File: src/rtl/tone_scheduler.sv
//------------------------------------------------------------------------------
// Module      : tone_scheduler
// Description : Score sequencer for a simple tone generator. Steps through an
//               external score ROM one note code per beat, mutes the tone for
//               the last GAP ticks of every beat, and lets live piano keys
//               override the score at any time. PLAY/PAUSE/IDLE control via
//               one-cycle play/stop pulses.
//
// Parameters  : TIME      clk ticks per beat
//               GAP       muted ticks at the end of each beat (GAP < TIME)
//               SONG_LEN  number of score steps (2..256)
//
// Ports       : clk          sole clock, rising edge
//               rst          asynchronous active-high reset
//               play         pulse: IDLE->PLAY, PLAY->PAUSE, PAUSE->PLAY
//               stop         pulse: any state -> IDLE (wins over play)
//               loop         level: 1 = wrap score at end, 0 = stop at end
//               key[7:0]     live keys, 1 = pressed, lowest index wins
//               rom_addr     score step index to external ROM
//               rom_data     note code for rom_addr (combinational ROM)
//               half_period  tone-generator toggle count
//               tone_en      1 = tone generator sounds half_period
//               src_key      1 = tone from key, 0 = tone from score
//               state        00 IDLE, 01 PLAY, 10 PAUSE
//
// Revision    : 1.0 - initial release
//------------------------------------------------------------------------------
`default_nettype none

module tone_scheduler #(
  parameter int TIME     = 12000000,
  parameter int GAP      = 600000,
  parameter int SONG_LEN = 64
) (
  input  logic        clk,
  input  logic        rst,
  input  logic        play,
  input  logic        stop,
  input  logic        loop,
  input  logic [7:0]  key,
  output logic [7:0]  rom_addr,
  input  logic [3:0]  rom_data,
  output logic [16:0] half_period,
  output logic        tone_en,
  output logic        src_key,
  output logic [1:0]  state
);

  // Beat counter width; at least one bit even for tiny TIME values.
  localparam int c_cnt_w = (TIME > 2) ? $clog2(TIME) : 1;

  // Last tick of a beat, and the first tick of the muted articulation gap.
  // The gap boundary gets one extra bit so TIME-GAP == TIME (GAP=0) still fits.
  localparam logic [c_cnt_w-1:0] c_last_tick = c_cnt_w'(TIME - 1);
  localparam logic [c_cnt_w:0]   c_gap_start = (c_cnt_w + 1)'(TIME - GAP);
  localparam logic [7:0]         c_last_step = 8'(SONG_LEN - 1);

  // Tone half-periods in clk ticks.
  localparam logic [16:0] c_l3 = 17'd75850;
  localparam logic [16:0] c_l5 = 17'd63776;
  localparam logic [16:0] c_l6 = 17'd56818;
  localparam logic [16:0] c_l7 = 17'd50618;
  localparam logic [16:0] c_m1 = 17'd47774;
  localparam logic [16:0] c_m2 = 17'd42568;
  localparam logic [16:0] c_m3 = 17'd37919;
  localparam logic [16:0] c_m5 = 17'd31888;
  localparam logic [16:0] c_m6 = 17'd28409;
  localparam logic [16:0] c_h1 = 17'd23889;

  typedef enum logic [1:0] {
    ST_IDLE  = 2'b00,
    ST_PLAY  = 2'b01,
    ST_PAUSE = 2'b10
  } state_t;

  state_t               r_state;
  logic [c_cnt_w-1:0]   r_beat_cnt;

  logic                 w_key_any;
  logic [16:0]          w_key_note;
  logic [16:0]          w_score_note;
  logic                 w_score_sounding;
  logic                 w_beat_end;

  assign state = r_state;

  //--------------------------------------------------------------------------
  // Live keys: lowest pressed index wins, so scan from the top down and let
  // later (lower) matches overwrite.
  //--------------------------------------------------------------------------
  assign w_key_any = |key;

  always_comb begin
    w_key_note = '0;
    if (key[7]) w_key_note = c_h1;
    if (key[6]) w_key_note = c_m6;
    if (key[5]) w_key_note = c_m5;
    if (key[4]) w_key_note = c_m3;
    if (key[3]) w_key_note = c_m2;
    if (key[2]) w_key_note = c_m1;
    if (key[1]) w_key_note = c_l7;
    if (key[0]) w_key_note = c_l6;
  end

  //--------------------------------------------------------------------------
  // Score note decode. Zero means rest; codes 11..15 are also rests.
  //--------------------------------------------------------------------------
  always_comb begin
    w_score_note = '0;
    case (rom_data)
      4'd1:    w_score_note = c_l3;
      4'd2:    w_score_note = c_l5;
      4'd3:    w_score_note = c_l6;
      4'd4:    w_score_note = c_l7;
      4'd5:    w_score_note = c_m1;
      4'd6:    w_score_note = c_m2;
      4'd7:    w_score_note = c_m3;
      4'd8:    w_score_note = c_m5;
      4'd9:    w_score_note = c_m6;
      4'd10:   w_score_note = c_h1;
      default: w_score_note = '0;
    endcase
  end

  // Score sounds only while playing, on a real note, before the gap opens.
  assign w_score_sounding = (r_state == ST_PLAY) &&
                            (w_score_note != '0) &&
                            ({1'b0, r_beat_cnt} < c_gap_start);

  assign w_beat_end = (r_beat_cnt == c_last_tick);

  //--------------------------------------------------------------------------
  // Sequencer and registered outputs. Outputs are computed from this cycle's
  // state/counters/inputs and appear one clock later.
  //--------------------------------------------------------------------------
  always_ff @(posedge clk or posedge rst) begin
    if (rst) begin
      r_state     <= ST_IDLE;
      r_beat_cnt  <= '0;
      rom_addr    <= '0;
      half_period <= '0;
      tone_en     <= 1'b0;
      src_key     <= 1'b0;
    end else begin
      // Tone selection: keys override the score in every state. When nothing
      // sounds, half_period keeps its last value.
      if (w_key_any) begin
        src_key     <= 1'b1;
        tone_en     <= 1'b1;
        half_period <= w_key_note;
      end else begin
        src_key <= 1'b0;
        if (w_score_sounding) begin
          tone_en     <= 1'b1;
          half_period <= w_score_note;
        end else begin
          tone_en <= 1'b0;
        end
      end

      // Transport control; stop beats play when both pulse together.
      if (stop) begin
        r_state    <= ST_IDLE;
        r_beat_cnt <= '0;
        rom_addr   <= '0;
      end else if (play) begin
        case (r_state)
          ST_IDLE: begin
            r_state    <= ST_PLAY;
            r_beat_cnt <= '0;
            rom_addr   <= '0;
          end
          ST_PLAY:  r_state <= ST_PAUSE;
          ST_PAUSE: r_state <= ST_PLAY;   // resume with counters untouched
          default: begin
            r_state    <= ST_IDLE;
            r_beat_cnt <= '0;
            rom_addr   <= '0;
          end
        endcase
      end else if ((r_state == ST_PLAY) && !w_key_any) begin
        // Beat timing advances only while the score is in control; a held key
        // freezes both the tick count and the score position.
        if (w_beat_end) begin
          r_beat_cnt <= '0;
          if (rom_addr == c_last_step) begin
            rom_addr <= '0;
            if (!loop) begin
              r_state <= ST_IDLE;
            end
          end else begin
            rom_addr <= rom_addr + 8'd1;
          end
        end else begin
          r_beat_cnt <= r_beat_cnt + 1'b1;
        end
      end
    end
  end

endmodule

`default_nettype wire

File: config.mk
export PLATFORM = sky130hd
export DESIGN_NAME = tone_scheduler
export DESIGN_NICKNAME = d
export VERILOG_FILES = /design/src/rtl/tone_scheduler.sv
export SDC_FILE = /design/constraint.sdc
export NUM_CORES = 1
export LEC_CHECK = 0
export BUFFER_PORTS_ARGS = -buffer_cell sky130_fd_sc_hd__buf_2
export CAP_MARGIN = 20
export CORE_MARGIN = 2
export CORE_UTILIZATION = 57
export DETAILED_ROUTE_END_ITERATION = 10
export GPL_ROUTABILITY_DRIVEN = 0
export MAX_ROUTING_LAYER = met4
export PLACE_DENSITY = 0.79
export SLEW_MARGIN = 20
export SYNTH_ARGS = -nofsm -noshare
export SYNTH_HDL_FRONTEND = slang
export SYNTH_SLANG_ARGS = --single-unit
File: constraint.sdc
create_clock -name clk -period 2.8 [get_ports clk]
set_input_delay 0.56 -clock clk [delete_from_list [all_inputs] [get_ports clk]]
set_output_delay 0.56 -clock clk [all_outputs]
set_load 0.02 [all_outputs]
==> results of run 1 <==
-- cell usage in the layout, fill, tap and decap left out, types with 6 or more instances in the layout --
cell type / instances
mux2i_1: 6
nor3_1: 8
o21ai_0: 36
ha_1: 11
clkbuf_8: 6
and3_1: 8
inv_1: 14
nor2b_1: 6
buf_4: 12
buf_2: 45
nand3_1: 15
dfrtp_1: 53
a31oi_1: 7
nand2_1: 29
nor2_1: 47
nand4_1: 11
a21oi_1: 15
xor2_1: 12
nand2b_1: 7
-- layout make-up --
type                            instances  area, um^2  share of cell area, %
Inverter                               16        65.1                   1.73
Sequential cell                        53        1330                   35.2
Tap cell                               72        90.1                   2.39
Multi-Input combinational cell        300        1880                   49.9
Clock inverter                          1        7.51                  0.199
Timing Repair Buffer                   57         315                   8.37
Clock buffer                            6        82.6                   2.19
-- through the flow --
stage          util (%)  hold slack (ns)  power [mW]  setup slack (ns)
2_1_floorplan         -            0.486        1.07             0.379
3_3_place_gp       65.5            0.470        1.17            0.0966
3_5_place_dp       65.5            0.484        1.17           -0.0462
4_1_cts            67.1            0.322        1.61             0.241
5_1_grt            67.1            0.349        1.68            0.0348
6_report           67.1            0.311        1.61             0.204
-- kinds of logic after synthesis --
group,count (synthesis),share of synthesized area (%)
flip-flops,53,39.5
multiplexers,6,1.79
AND/OR/NAND/NOR,157,23.7
adder cells (fa/ha/maj),11,4.10
buffers and inverters,33,4.48
XOR/XNOR,17,4.44
AO/OA/AOI/OAI,109,21.9
-- worst max-delay path: cells and delay by family --
family | cells | cell delay (ns)
AO/OA/AOI/OAI | 4 | 1.10
adder cells (fa/ha/maj) | 1 | 0.39
buffers and inverters | 2 | 0.33
multiplexers | 1 | 0.28
AND/OR/NAND/NOR | 1 | 0.13
-- state kept, by name, summed over array words and instances (netlist names) --
register and flops:
r_beat_cnt 24, half_period 17, src_key 1, rom_addr 8
state 2, tone_en 1
-- cell usage after synthesis (8+ instances only) --
master and n:
dfrtp_1 53, nor2_1 47, o21ai_0 36, nand2_1 29
a21oi_1 15, inv_1 15, nand3_1 15, xor2_1 12
ha_1 11, nand4_1 11, clkbuf_1 9, and3_1 8
nor3_1 8
-- worst paths after layout --
kind	cells after the start	slack [ns]	end
worst max register to register	8	0.23	half_period[13]
min in group clk	1	0.50	half_period[1]
max in group asynchronous	3	1.87	half_period[7]
worst min register to register	1	0.50	half_period[1]
worst max-delay path	9	0.20	half_period[13]
worst min-delay path	2	0.31	r_beat_cnt[9]
-- per-layer routing --
metal  up-vias  routed length (um)  global-route usage (%)
met3        27                 552                    4.49
met2       145                4040                    44.3
met1      1497                3470                    34.6
met5         -                   0                       -
li1       1498                   -                       -
met4         0                 282                    13.6
-- power by group through the flow --
stage	sequential (mW)	combinational, mW	clock, mW
final	0.808	0.362	0.440
after global routing	0.811	0.395	0.478
after CTS	0.808	0.355	0.450
after detailed placement	0.822	0.352	0
after global placement	0.821	0.347	0
after floorplan	0.843	0.226	0
==> metrics.md, run 1 <==
| Metric | Value |
|---|---|
| Initial Util | 59.8% |
| Yosys reg bits | 53 |
| 1st-pass router iterations | 5 |
| Post-synth EDFFs | 0 |
| Slew HR | 39.0% |
| Largest net degree at the start of global routing | 29 |
| Post-synth top area share | 39.5% |
| Post-synthesis sequential area ratio | 39.5% |
| Syn avg cell area | 8.69 um^2 |
| Yosys cell types | 62 |
| Synth warn | 0 |
| Hold WC Path Type | in -> async |
| Final period util | 92.7% |
| Sw Share | 31.3% |
| CTS tree | built |
| Setup TNS Final | 0 ns |
| Post-synth top flop | dfrtp_1 |
| Synth top area cells | dfrtp_1 40%, o21ai_0 5.4%, nor2_1 5.3%, ha_1 4.1%, nand2_1 3.2% |
| Mapped Cells | 386 |
| Remaining Overflow, GRT | 0 |
| CTS Root Cell | clkbuf_8 |
| PortBufs | 45 |
| Max-Cap Viols | 0 |
| Share of cells above drive strength 1 | 18.9% |
| Hold-fix buffers at CTS | 0 |
| H-tree levels | 2 |
| Clock Latency Late Sink | 0.31 ns |
| Vias | 3167 |
| Outcome | finished clean |
| Maximum buffer depth of the clock tree | 2 |
| Cell area after layout | 0.00376 mm^2 |
| CTS resizes | 0 |
| Placed inst area | 0.00367 mm^2 |
| Max incr delay on CP | 0.72 ns |
| DR iter-0 viols | 240 |
| Unrepaired setup endpoints after global routing | false |
| CP startpoint | rom_data[0] |
| Placed Cells | 498 |
| Worst EP required | 2.99 ns |
| Pins Over Slew Limit | 0 |
| Initial antenna violation count | 0 |
| Final hold vios | 0 |
| Critical path launch point type | input pin |
| Seq pwr share | 50.2% |
| Layout Skew | 0.00546 ns |
| Mapped Area | 0.00335 mm^2 |
| First-pass GRT wire length | 13.6 mm |
| CP Max Fanout | 13 |
| Peak Freq | 385 MHz |
| Crit path cell chain | buf_2 > inv_1 > ha_1 > nand3b_1 > o21ai_0 > a211oi_2 > a21oi_1 > mux2i_1 > o21ai_0 |
| WS Path Type | in -> reg |
| Slowest cell on crit path | a21oi_1 |
| Core Region | 0.00561 mm^2 |
| Detailed Route WL | 8.35 mm |
| FP Rows | 27 |
| Antenna viol nets, final | 0 |
| Final setup vio count | 0 |
| Non-Filler Instances | 505 |
| Cts bufs inserted | 5 |
| Drt wl/cell | 16.5 um |
| Tot GR Track Use | 27.8% |
| Die Area | 0.00651 mm^2 |
| Die X | 80.7 um |
| Crit path top cell by count | o21ai_0 |
| Clk slew on worst S/H paths | 0.09 ns |
| Power per Cell Area | 428 mW/mm^2 |
| Logic pwr share | 22.5% |
| RR Startpoint | state[1] |
| CP Data Arrival Time | 2.79 ns |
| Async SR Flop Fraction | 100% |
| Cell Int Power | 1.11 mW |
| Post-CTS setup buffers | 0 |
| Max VDD drop | 320 uV |
| Clock network fraction of total power | 27.3% |
| Area grow syn2layout | 12.2% |
| Nets | 461 |
| Critical path endpoint category | flip-flop |
| Syn Nets | 414 |
| Min cycle time layout | 2.60 ns |
| Slew @ Worst Pin | 0.915 ns |
| Area leader, netlist | dfrtp_1 |
| DRC errors left | 0 |
| Die H | 80.7 um |
| Vias in the first global route | 2850 |
| Vias per cell | 6.27 |
| # IOs | 46 |
| FILL cells | 470 |
| # diodes | 0 |
| Leakage power | 1.62 nW |
| Net Sw Power | 0.504 mW |
| Final HPWL DP | 6.16 mm |
| CTS Sinks | 53 |
(Power assumes the default switching activity.)
==> run 2: changes to the inputs <==
- GPL_TIMING_DRIVEN: default -> 0
==> metrics.md, run 2 (synthesized netlist as in run 1, its figures left out) <==
| Metric | Value |
|---|---|
| Die Area | 0.00651 mm^2 (unchanged) |
| Slew HR | 48.8% (was 39.0%) |
| Slew @ Worst Pin | 0.764 ns (was 0.915 ns) |
| CTS Root Cell | clkbuf_8 (unchanged) |
| Final period util | 93.4% (was 92.7%) |
| Hold WC Path Type | in -> async (unchanged) |
| Pins Over Slew Limit | 0 (unchanged) |
| # IOs | 46 (unchanged) |
| Worst EP required | 3.01 ns (was 2.99 ns) |
| Max incr delay on CP | 0.40 ns (was 0.72 ns) |
| Leakage power | 1.61 nW (was 1.62 nW) |
| Final HPWL DP | 6.08 mm (was 6.16 mm) |
| Share of cells above drive strength 1 | 17.8% (was 18.9%) |
| H-tree levels | 2 (unchanged) |
| Worst reg2reg endpoint | half_period[2] (was half_period[13]) |
| Outcome | finished clean (unchanged) |
| Max-Cap Viols | 0 (unchanged) |
| RR Startpoint | state[1] (unchanged) |
| DR iter-0 viols | 246 (was 240) |
| Critical path endpoint category | flip-flop (unchanged) |
| Stages on the worst setup path | 11 (was 9) |
| Crit path top cell by count | buf_2 (was o21ai_0) |
| Die X | 80.7 um (unchanged) |
| FP Rows | 27 (unchanged) |
| Vias | 3129 (was 3167) |
| Vias in the first global route | 2984 (was 2850) |
| DRC errors left | 0 (unchanged) |
| Pwr Total | 1.60 mW (was 1.61 mW) |
| Drt wl/cell | 15.9 um (was 16.5 um) |
| # diodes | 0 (unchanged) |
| Final hold vios | 0 (unchanged) |
| Largest net degree at the start of global routing | 33 (was 29) |
| PortBufs | 44 (was 45) |
| Antenna viol nets, final | 0 (unchanged) |
| Largest register FFs | 24 (unchanged) |
| Initial Util | 59.8% (unchanged) |
| Final setup vio count | 0 (unchanged) |
| Clock Latency Late Sink | 0.31 ns (about the same) |
| FILL cells | 492 (was 470) |
| Reg2reg setup slack | 0.34 ns (was 0.23 ns) |
| Clk slew on worst S/H paths | 0.10 ns (was 0.09 ns) |
| Vias per cell | 6.14 (was 6.27) |
| Register name with the most flops | r_beat_cnt (unchanged) |
| CP Data Arrival Time | 2.83 ns (was 2.79 ns) |
| 1st-pass router iterations | 5 (unchanged) |
| Reg2Reg Depth | 9 (was 8) |
| Cell family with most CP delay | compound AO/OA/AOI/OAI gates (unchanged) |
| Tot GR Track Use | 27.3% (was 27.8%) |
| Die H | 80.7 um (unchanged) |
| First-pass GRT wire length | 13.5 mm (was 13.6 mm) |
| CTS tree | built (unchanged) |
| Final worst slack | 0.184 ns (was 0.204 ns) |
| CTS Sinks | 53 (unchanged) |
| Post-CTS setup buffers | 0 (unchanged) |
| CP Max Fanout | 10 (was 13) |
| Area grow syn2layout | 12.2% (about the same) |
| Post-layout util | 67.1% (about the same) |
| Most common cell after layout, fill and taps aside | dfrtp_1 (unchanged) |
| Peak Freq | 382 MHz (was 385 MHz) |
| Critical path launch point type | input pin (unchanged) |
| Placed Cells | 503 (was 498) |
| Pre-CTS setup slack | -0.258 ns (was -0.0462 ns) |
| Biggest regs | r_beat_cnt: 24 flops, half_period: 17 flops, rom_addr: 8 flops (unchanged) |
| Remaining Overflow, GRT | 0 (unchanged) |
| Detailed Route WL | 8.11 mm (was 8.35 mm) |
| Cts bufs inserted | 5 (unchanged) |
| Crit path cell chain | buf_2 > buf_2 > inv_1 > ha_1 > nand3b_1 > o21ai_0 > a211oi_2 > a21oi_1 > buf_2 > nor3_1 > a211oi_1 (was buf_2 > inv_1 > ha_1 > nand3b_1 > o21ai_0 > a211oi_2 > a21oi_1 > mux2i_1 > o21ai_0) |
| Nets | 465 (was 461) |
| Power per Cell Area | 424 mW/mm^2 (was 428 mW/mm^2) |
| Unrepaired setup endpoints after global routing | false (unchanged) |
| Slowest cell on crit path | ha_1 (was a21oi_1) |
| Initial antenna violation count | 0 (unchanged) |
| Maximum buffer depth of the clock tree | 2 (unchanged) |
| Max VDD drop | 306 uV (was 320 uV) |
| Layout Skew | 0.00580 ns (was 0.00546 ns) |
| Min cycle time layout | 2.62 ns (was 2.60 ns) |
| CP startpoint | rom_data[1] (was rom_data[0]) |
| Most frequent cells in the layout | 53 x dfrtp_1, 49 x buf_2, 47 x nor2_1 (was 53 x dfrtp_1, 47 x nor2_1, 45 x buf_2) |
| Core Region | 0.00561 mm^2 (unchanged) |
| Non-Filler Instances | 510 (was 505) |
| CP endpoint | half_period[9] (was half_period[13]) |
| CP Buf/Inv Count | 4 (was 2) |
| WS Path Type | in -> reg (unchanged) |
[run 2: final cells by class]
type / count / area, um^2 / share of cell area [%]
inverter: 16 / 65.1 / 1.73
timing repair buffer: 45 / 240 / 6.38
tap: 72 / 90.1 / 2.39
sequential: 53 / 1330 / 35.2
multi-input combinational: 300 / 1880 / 49.9
clock inverter: 2 / 10.0 / 0.266
buffer: 16 / 81.3 / 2.16
clock buffer: 6 / 72.6 / 1.93
[run 2: layer usage]
metal | up-vias | share of wire (%) | GRT usage (%)
li1 | 1505 | - | -
met3 | 15 | 6.7 | 4.61
met2 | 122 | 50 | 46.3
met5 | - | 0 | -
met4 | 0 | 1.9 | 9.83
met1 | 1487 | 41 | 32.8
[run 2: report_power, final]
part,switching [mW],total (mW),internal [mW],leakage (nW)
Clock,0.250,0.424,0.174,0.0450
Sequential,0.0191,0.807,0.788,0.679
Combinational,0.240,0.366,0.126,0.891
[run 2: metrics by stage]
| step | cell area [um^2] | setup TNS [ns] | hold WS (ns) |
|---|---|---|---|
| after floorplan | 3350 | 0 | 0.486 |
| after global placement | 3660 | -1.56 | 0.470 |
| after detailed placement | 3680 | -2.65 | 0.476 |
| after CTS | 3770 | 0 | 0.271 |
| after global routing | 3760 | 0 | 0.310 |
| final | 3760 | 0 | 0.261 |
[run 2: worst min path at each step]
stage / start / end / slack, ns / depth (start not counted)
after floorplan: r_beat_cnt[2] / r_beat_cnt[2] / 0.49 / 1
after global placement: half_period[1] / half_period[1] / 0.47 / 1
after detailed placement: half_period[4] / half_period[4] / 0.48 / 1
after CTS: rst / src_key / 0.27 / 2
after global routing: rst / r_beat_cnt[13] / 0.31 / 2
final: rst / src_key / 0.26 / 2
[run 2: timing repair]
item | CTS | global route
hold buffers | 0 | 0
endpoints found under the setup margin | 0 | 13
gates resized for setup | 0 | 0
[run 2: worst reg2reg max path, delay by kind of cell, from the launching register on]
family	cells	cell delay (ns)
DFF	1	0.44
adders and majority gates	1	0.23
AOI/OAI and AO/OA	4	1.06
and+or+nand+nor	2	0.26
buffers and inverters	2	0.41
